[src/rtl/cook_timer_pkg.sv]
// cook_timer_pkg: shared definitions for the microwave cook timer.
//   state_e      - timer FSM states (IDLE=0, RUN=1, DONE=2)
//   bcd_time_t   - MM:SS cook time held as four BCD digits
//   bcd_dec()    - one-second decrement with the MM:SS borrow chain
package cook_timer_pkg;

  typedef enum logic [1:0] {
    ST_IDLE = 2'd0,
    ST_RUN  = 2'd1,
    ST_DONE = 2'd2
  } state_e;

  localparam logic [3:0] BCD_MAX_SEC_TENS = 4'd5;
  localparam logic [3:0] BCD_MAX          = 4'd9;

  typedef struct packed {
    logic [3:0] min_tens;
    logic [3:0] min_ones;
    logic [3:0] sec_tens;
    logic [3:0] sec_ones;
  } bcd_time_t;

  // A zero digit wraps to its maximum and borrows from the next digit up.
  // sec_tens only has to be non-zero to decrement, so keypad entries such
  // as 00:90 count down as 00:89 rather than being normalised.
  function automatic bcd_time_t bcd_dec(input bcd_time_t t);
    bcd_time_t r;
    r = t;
    if (t.sec_ones != 4'd0) begin
      r.sec_ones = t.sec_ones - 4'd1;
    end else begin
      r.sec_ones = BCD_MAX;
      if (t.sec_tens != 4'd0) begin
        r.sec_tens = t.sec_tens - 4'd1;
      end else begin
        r.sec_tens = BCD_MAX_SEC_TENS;
        if (t.min_ones != 4'd0) begin
          r.min_ones = t.min_ones - 4'd1;
        end else begin
          r.min_ones = BCD_MAX;
          r.min_tens = t.min_tens - 4'd1;
        end
      end
    end
    return r;
  endfunction

endpackage

[src/rtl/cook_timer_if.sv]
// cook_timer_if: keypad / magnetron / display signals of the cook timer.
//   master - keypad and magnetron_control side: drives clear_, mag_on,
//            digit_valid, digit; observes the digits, time_zero, timer_done
//   slave  - cook_timer side
interface cook_timer_if;
  logic       clear_;
  logic       mag_on;
  logic       digit_valid;
  logic [3:0] digit;
  logic [3:0] min_tens;
  logic [3:0] min_ones;
  logic [3:0] sec_tens;
  logic [3:0] sec_ones;
  logic       time_zero;
  logic       timer_done;

  modport master (
    output clear_, mag_on, digit_valid, digit,
    input  min_tens, min_ones, sec_tens, sec_ones, time_zero, timer_done
  );

  modport slave (
    input  clear_, mag_on, digit_valid, digit,
    output min_tens, min_ones, sec_tens, sec_ones, time_zero, timer_done
  );
endinterface

[src/rtl/cook_timer_tick_prescaler.sv]
// cook_timer_tick_prescaler: divides clk down to one tick per second.
//   clk    - system clock
//   reset_ - asynchronous active-low reset
//   en     - count enable; while low the count is held at 0
//   tick   - high for the cycle in which the count sits at TICKS_PER_SEC-1
// TICKS_PER_SEC must be at least 2.
module cook_timer_tick_prescaler #(
  parameter int TICKS_PER_SEC = 100,
  parameter int CNT_W         = $clog2(TICKS_PER_SEC)
) (
  input  logic clk,
  input  logic reset_,
  input  logic en,
  output logic tick
);

  localparam logic [CNT_W-1:0] CNT_MAX = CNT_W'(TICKS_PER_SEC - 1);

  logic [CNT_W-1:0] cnt;

  // Combinational so the owner acts on the same edge the count wraps,
  // giving the first tick exactly TICKS_PER_SEC cycles after en rises.
  assign tick = en && (cnt == CNT_MAX);

  always_ff @(posedge clk or negedge reset_) begin
    if (!reset_) begin
      cnt <= '0;
    end else if (!en || tick) begin
      cnt <= '0;
    end else begin
      cnt <= cnt + 1'b1;
    end
  end

endmodule

[src/rtl/cook_timer.sv]
// cook_timer: MM:SS cook time entry and countdown for the microwave.
//   clk    - system clock, rising edge
//   reset_ - asynchronous active-low reset
//   bus    - cook_timer_if.slave:
//              clear_ (active-low keypad clear), mag_on, digit_valid, digit
//              -> min_tens, min_ones, sec_tens, sec_ones (registered BCD),
//                 time_zero (combinational), timer_done (registered pulse)
// Digits shift in from the right while idle, count down once per second
// while the magnetron is on, and timer_done pulses once when time runs out.
module cook_timer
  import cook_timer_pkg::*;
#(
  parameter int TICKS_PER_SEC = 100,
  parameter int CNT_W         = $clog2(TICKS_PER_SEC)
) (
  input logic         clk,
  input logic         reset_,
  cook_timer_if.slave bus
);

  state_e    state;
  bcd_time_t cur;
  bcd_time_t cur_dec;
  logic      done_q;
  logic      time_zero;
  logic      run_en;
  logic      tick;

  assign time_zero = (cur == '0);
  assign cur_dec   = bcd_dec(cur);

  // The prescaler is gated by the same conditions that keep the FSM in
  // RUN, so a stop or a clear throws away the partial second on that edge.
  assign run_en = (state == ST_RUN) && bus.mag_on && bus.clear_;

  cook_timer_tick_prescaler #(
    .TICKS_PER_SEC (TICKS_PER_SEC),
    .CNT_W         (CNT_W)
  ) u_prescaler (
    .clk    (clk),
    .reset_ (reset_),
    .en     (run_en),
    .tick   (tick)
  );

  always_ff @(posedge clk or negedge reset_) begin
    if (!reset_) begin
      state  <= ST_IDLE;
      cur    <= '0;
      done_q <= 1'b0;
    end else if (!bus.clear_) begin
      state  <= ST_IDLE;
      cur    <= '0;
      done_q <= 1'b0;
    end else begin
      done_q <= 1'b0;
      case (state)
        ST_IDLE: begin
          if (bus.mag_on) begin
            // Starting with no time goes straight to DONE so the
            // magnetron is shut off again immediately.
            if (time_zero) begin
              state  <= ST_DONE;
              done_q <= 1'b1;
            end else begin
              state <= ST_RUN;
            end
          end else if (bus.digit_valid && (bus.digit <= BCD_MAX)) begin
            cur <= {cur.min_ones, cur.sec_tens, cur.sec_ones, bus.digit};
          end
        end
        ST_RUN: begin
          // Stopping pauses with the digits held; a coincident tick is lost.
          if (!bus.mag_on) begin
            state <= ST_IDLE;
          end else if (tick) begin
            cur <= cur_dec;
            if (cur_dec == '0) begin
              state  <= ST_DONE;
              done_q <= 1'b1;
            end
          end
        end
        ST_DONE: begin
          if (!bus.mag_on) begin
            state <= ST_IDLE;
          end
        end
        default: begin
          state <= ST_IDLE;
        end
      endcase
    end
  end

  assign bus.min_tens   = cur.min_tens;
  assign bus.min_ones   = cur.min_ones;
  assign bus.sec_tens   = cur.sec_tens;
  assign bus.sec_ones   = cur.sec_ones;
  assign bus.time_zero  = time_zero;
  assign bus.timer_done = done_q;

endmodule

[src/flat_wrapper.sv]
// flat-port wrapper written by rule: the top's interface ports become plain ports
module cook_timer_flat import cook_timer_pkg::*;
#(
  parameter int TICKS_PER_SEC = 100,
  parameter int CNT_W         = $clog2(TICKS_PER_SEC)
)
  (clk, reset_, bus_clear_, bus_mag_on, bus_digit_valid, bus_digit, bus_min_tens, bus_min_ones, bus_sec_tens, bus_sec_ones, bus_time_zero, bus_timer_done);
  cook_timer_if bus_i ();
  input logic clk;
  input logic reset_;
  input wire logic [$bits(bus_i.clear_)-1:0] bus_clear_;
  input wire logic [$bits(bus_i.mag_on)-1:0] bus_mag_on;
  input wire logic [$bits(bus_i.digit_valid)-1:0] bus_digit_valid;
  input wire logic [$bits(bus_i.digit)-1:0] bus_digit;
  output wire logic [$bits(bus_i.min_tens)-1:0] bus_min_tens;
  output wire logic [$bits(bus_i.min_ones)-1:0] bus_min_ones;
  output wire logic [$bits(bus_i.sec_tens)-1:0] bus_sec_tens;
  output wire logic [$bits(bus_i.sec_ones)-1:0] bus_sec_ones;
  output wire logic [$bits(bus_i.time_zero)-1:0] bus_time_zero;
  output wire logic [$bits(bus_i.timer_done)-1:0] bus_timer_done;
  assign bus_i.clear_ = bus_clear_;
  assign bus_i.mag_on = bus_mag_on;
  assign bus_i.digit_valid = bus_digit_valid;
  assign bus_i.digit = bus_digit;
  assign bus_min_tens = bus_i.min_tens;
  assign bus_min_ones = bus_i.min_ones;
  assign bus_sec_tens = bus_i.sec_tens;
  assign bus_sec_ones = bus_i.sec_ones;
  assign bus_time_zero = bus_i.time_zero;
  assign bus_timer_done = bus_i.timer_done;
  cook_timer #(.TICKS_PER_SEC(TICKS_PER_SEC), .CNT_W(CNT_W)) u_core (.clk(clk), .reset_(reset_), .bus(bus_i));
endmodule
[config.mk]
export PLATFORM = sky130hd
export DESIGN_NAME = cook_timer_flat
export DESIGN_NICKNAME = d
export VERILOG_FILES = /design/src/rtl/cook_timer_pkg.sv /design/src/rtl/cook_timer_if.sv /design/src/rtl/cook_timer_tick_prescaler.sv /design/src/rtl/cook_timer.sv /design/src/flat_wrapper.sv
export SDC_FILE = /design/constraint.sdc
export NUM_CORES = 1
export LEC_CHECK = 0
export ABC_AREA = 1
export ABC_CLOCK_PERIOD_IN_PS = 3000
export BUFFER_PORTS_ARGS = -buffer_cell sky130_fd_sc_hd__buf_2
export CORE_ASPECT_RATIO = 1.75
export CORE_MARGIN = 3
export CORE_UTILIZATION = 25
export CTS_CLUSTER_SIZE = 30
export DETAILED_ROUTE_END_ITERATION = 8
export GPL_TIMING_DRIVEN = 0
export HOLD_SLACK_MARGIN = 0.05
export PLACE_DENSITY = 0.46
export SKIP_LAST_GASP = 1
export SLEW_MARGIN = 20
export SYNTH_ARGS = -nofsm -noshare
export SYNTH_HDL_FRONTEND = slang
export SYNTH_SLANG_ARGS = --single-unit
[constraint.sdc]
create_clock -name clk -period 3 [get_ports clk]
set_clock_uncertainty 0.15 [all_clocks]
set_input_delay 0.45 -clock clk [delete_from_list [all_inputs] [get_ports clk]]
set_output_delay 0.45 -clock clk [all_outputs]
set_load 0.1 [all_outputs]
==> flow_summary.yaml <==
synthesis:
  ys_ff_latch: 26
  synth_edf_count: 0
  netlist_area_sq_mm: 0.00175
  yosys.area.top_type: "dfrtp_1"
  synth_cell_types: 31
  yosysMostFrequentCell: "nand2_1"
  synth_area_leaders: "dfrtp_1 (37%), nand2_1 (11%), inv_1 (7.9%)"
  synthArstFlopShare_pct: 100
  ys.flop_type: "dfrtp_1"
  synth_commonest_cells: "nand2_1 (51), inv_1 (37), nor2_1 (28), dfrtp_1 (26), o21ai_0 (21)"
  ys_seq_area_share_pct: 37.2
  synthCells: 247
  yosysWarnings: 0
  syn_area_per_cell_sq_um: 7.08
  synth_top_cell_area_share_pct: 37.2
  synth_nets: 259
global_routing:
  grt_overflow: 0
  grt_max_degree: 27
  grt_pass1_wl_um: 8430
  antenna_found_initial: 0
  grt_usage_pct: 13.2
  grt_pass1_vias: 1712
timing:
  rsz0062_at_grt: "false"
  timing.fmax_mhz: 375
  finalHoldViolCount: 0
  setup_tns_ps: 0
  worst_pin_slew_ps: 633
  fin_ws_ps: 335
  holdWs_ps: 50.7
  min_period_over_period_pct: 88.8
  fin_crit_ps: 2660
  maxSlewHeadroom_pct: 57.8
  drv_slew: 0
  final-setup-viol-count: 0
cts:
  htreeDepth: 1
  numCtsBuffers: 3
  clk_pin_slew_worst_paths_ps: 70
  cts_sinks: 26
  cts_tree: "built"
  clock_path_buffers: 2
  clkLatencyLatePin_ps: 260
  ctsResizeCount: 0
  cts-root-buf: "clkbuf_16"
  cts_setup_buffers: 0
  cts_hold_buf: 0
cells_and_area:
  fill_cells: 764
  area_growth_pct: 17.6
  diodes: 0
  drive_above_1_share_pct: 18.5
  nets: 290
critical_path:
  arrival_ps: 2060
  endpoint_kind: "output port"
  path_class: "flip-flop to output port"
  reg2reg_slack_ps: 970
  crit_chain: "nor2_4, nand2_4, nor2_8, nand2_2, or2_1, inv_2, buf_2"
  slowest_stage: "dfrtp_1"
  cp_top_family: "simple AND/OR/NAND/NOR gates"
  cp-start-kind: "flip-flop"
  cp.required_ps: 2400
  crit_fanout: 7
  max_stage_delay_ps: 470
  worst-path-buf-inv: 2
placement:
  dp_slack_ps: 618
  portBuffers: 26
  hpwl_um: 4000
  gp_congestion: 0.801
pwr:
  sw_frac_of_total_pct: 61.0
  leakage_nw: 1.03
  combPwrFrac_pct: 65.7
  p_int_uw: 967
  powerDensity_mw_per_mm2: 1210
  p_clk_share_pct: 12.4
  p_seq_share_pct: 21.9
  vdd_drop_max_v: 0.000283
  switchingPower_mw: 1.51
  power_mw: 2.48
routing:
  drtPass1Iterations: 4
  wire_per_inst_um: 14.0
  drc_errors: 0
  num_vias: 1687
  ant_nets: 0
  routed_via_density: 4.71
  drtIter0Drc: 54
  routed_wl_um: 5000
floorplanning:
  die_h_um: 117
  core_sq_mm: 0.00664
  initial_utilization_pct: 26.3
  fp.dieW_um: 69.2
  rows: 39
  boundaryPins: 27
  die_area_sq_mm: 0.00807
job:
  maxCapViolCount: 0
min_path:
  hp-class: "input pin to asynchronous set/reset pin"
outcome:
  status: "finished clean"
## registers in the layout, indices dropped and copies added (netlist names)
signal	cells
u_core.bus.timer_done	1
u_core.bus.sec_tens	4
u_core.bus.sec_ones	4
u_core.bus.min_tens	4
u_core.u_prescaler.cnt	7
u_core.bus.min_ones	4
u_core.state	2
## worst register-to-register path, stage by stage, from the launching register on
cell and delay, ps:
dfrtp_1 380, ha_1 150, inv_1 70, or2_4 250
nor3_4 140, nand4_2 120, nand2_2 180, nand2_2 130
buf_6 170, a21oi_2 90, o21ai_1 80, o21ai_2 60
## through the flow
stage          util [%]  instance area (sq um)  std cells
2_1_floorplan         -                   1750        247
3_3_place_gp       29.8                   1980        355
3_5_place_dp       29.8                   1980        355
4_1_cts            31.0                   2060        358
5_1_grt            31.0                   2060        358
6_report           31.0                   2060        358
## final cells by class
cell class	count	area, sq um	area share [%]
plain buffers	4	25.0	1.22
multi-input cells	178	926	45.0
flip-flops and latches	26	651	31.6
well taps	82	103	4.99
inverters	39	146	7.12
repair buffers	26	130	6.33
clock buffers	3	75.1	3.65
## final timing paths
path,startpoint,end,depth (start not counted)
worst max-delay path,u_core.bus.sec_ones[0],bus_time_zero,7
max in group asynchronous,reset_,u_core.bus.min_tens[0],1
min in group clk,u_core.u_prescaler.cnt[0],u_core.u_prescaler.cnt[0],1
worst max register to register,u_core.u_prescaler.cnt[0],u_core.bus.sec_tens[1],11
worst min-delay path,reset_,u_core.bus.sec_ones[1],1
worst min register to register,u_core.u_prescaler.cnt[0],u_core.u_prescaler.cnt[0],1
## kinds of logic (layout without fill, tap and decap cells)
logic type	after synthesis	after routing	share of synthesized area, %
AOI/OAI and AO/OA	51	51	16.3
adders and majority gates	3	3	2.15
buffers and inverters	43	72	9.81
DFF	26	26	37.2
and+or+nand+nor	124	124	34.5
## power groups by stage
stage	registers, mW	logic [mW]	clock network, mW
3_5_place_dp	0.550	1.64	0
6_report	0.543	1.63	0.306
5_1_grt	0.559	1.78	0.327
3_3_place_gp	0.548	1.65	0
4_1_cts	0.545	1.64	0.317
2_1_floorplan	1.07	0.789	0
## per-layer routing
layer | vias up | share of wire (%) | track usage, %
met3 | 4 | 2.9 | 1.81
met1 | 793 | 39 | 13.8
met5 | - | 0 | 0
met2 | 18 | 56 | 26.5
met4 | 0 | 1.3 | 5.08
li1 | 872 | - | -
## cells in the final DEF, fill, tap and decap left out, drive strengths merged
cell,synthesis,layout
nand2,56,56
inv,39,39
nor2,35,35
buf,3,29
dfrtp,26,26
o21ai,23,23
nand3,20,20
a21oi,15,15
o22ai,9,9
nand4,6,6
nor3,4,4
clkbuf,1,4
ha,3,3
o211ai,2,2
or2,2,2
nand3b,1,1
a41oi,1,1
a22oi,1,1
Power figures use the tool's default switching activity.
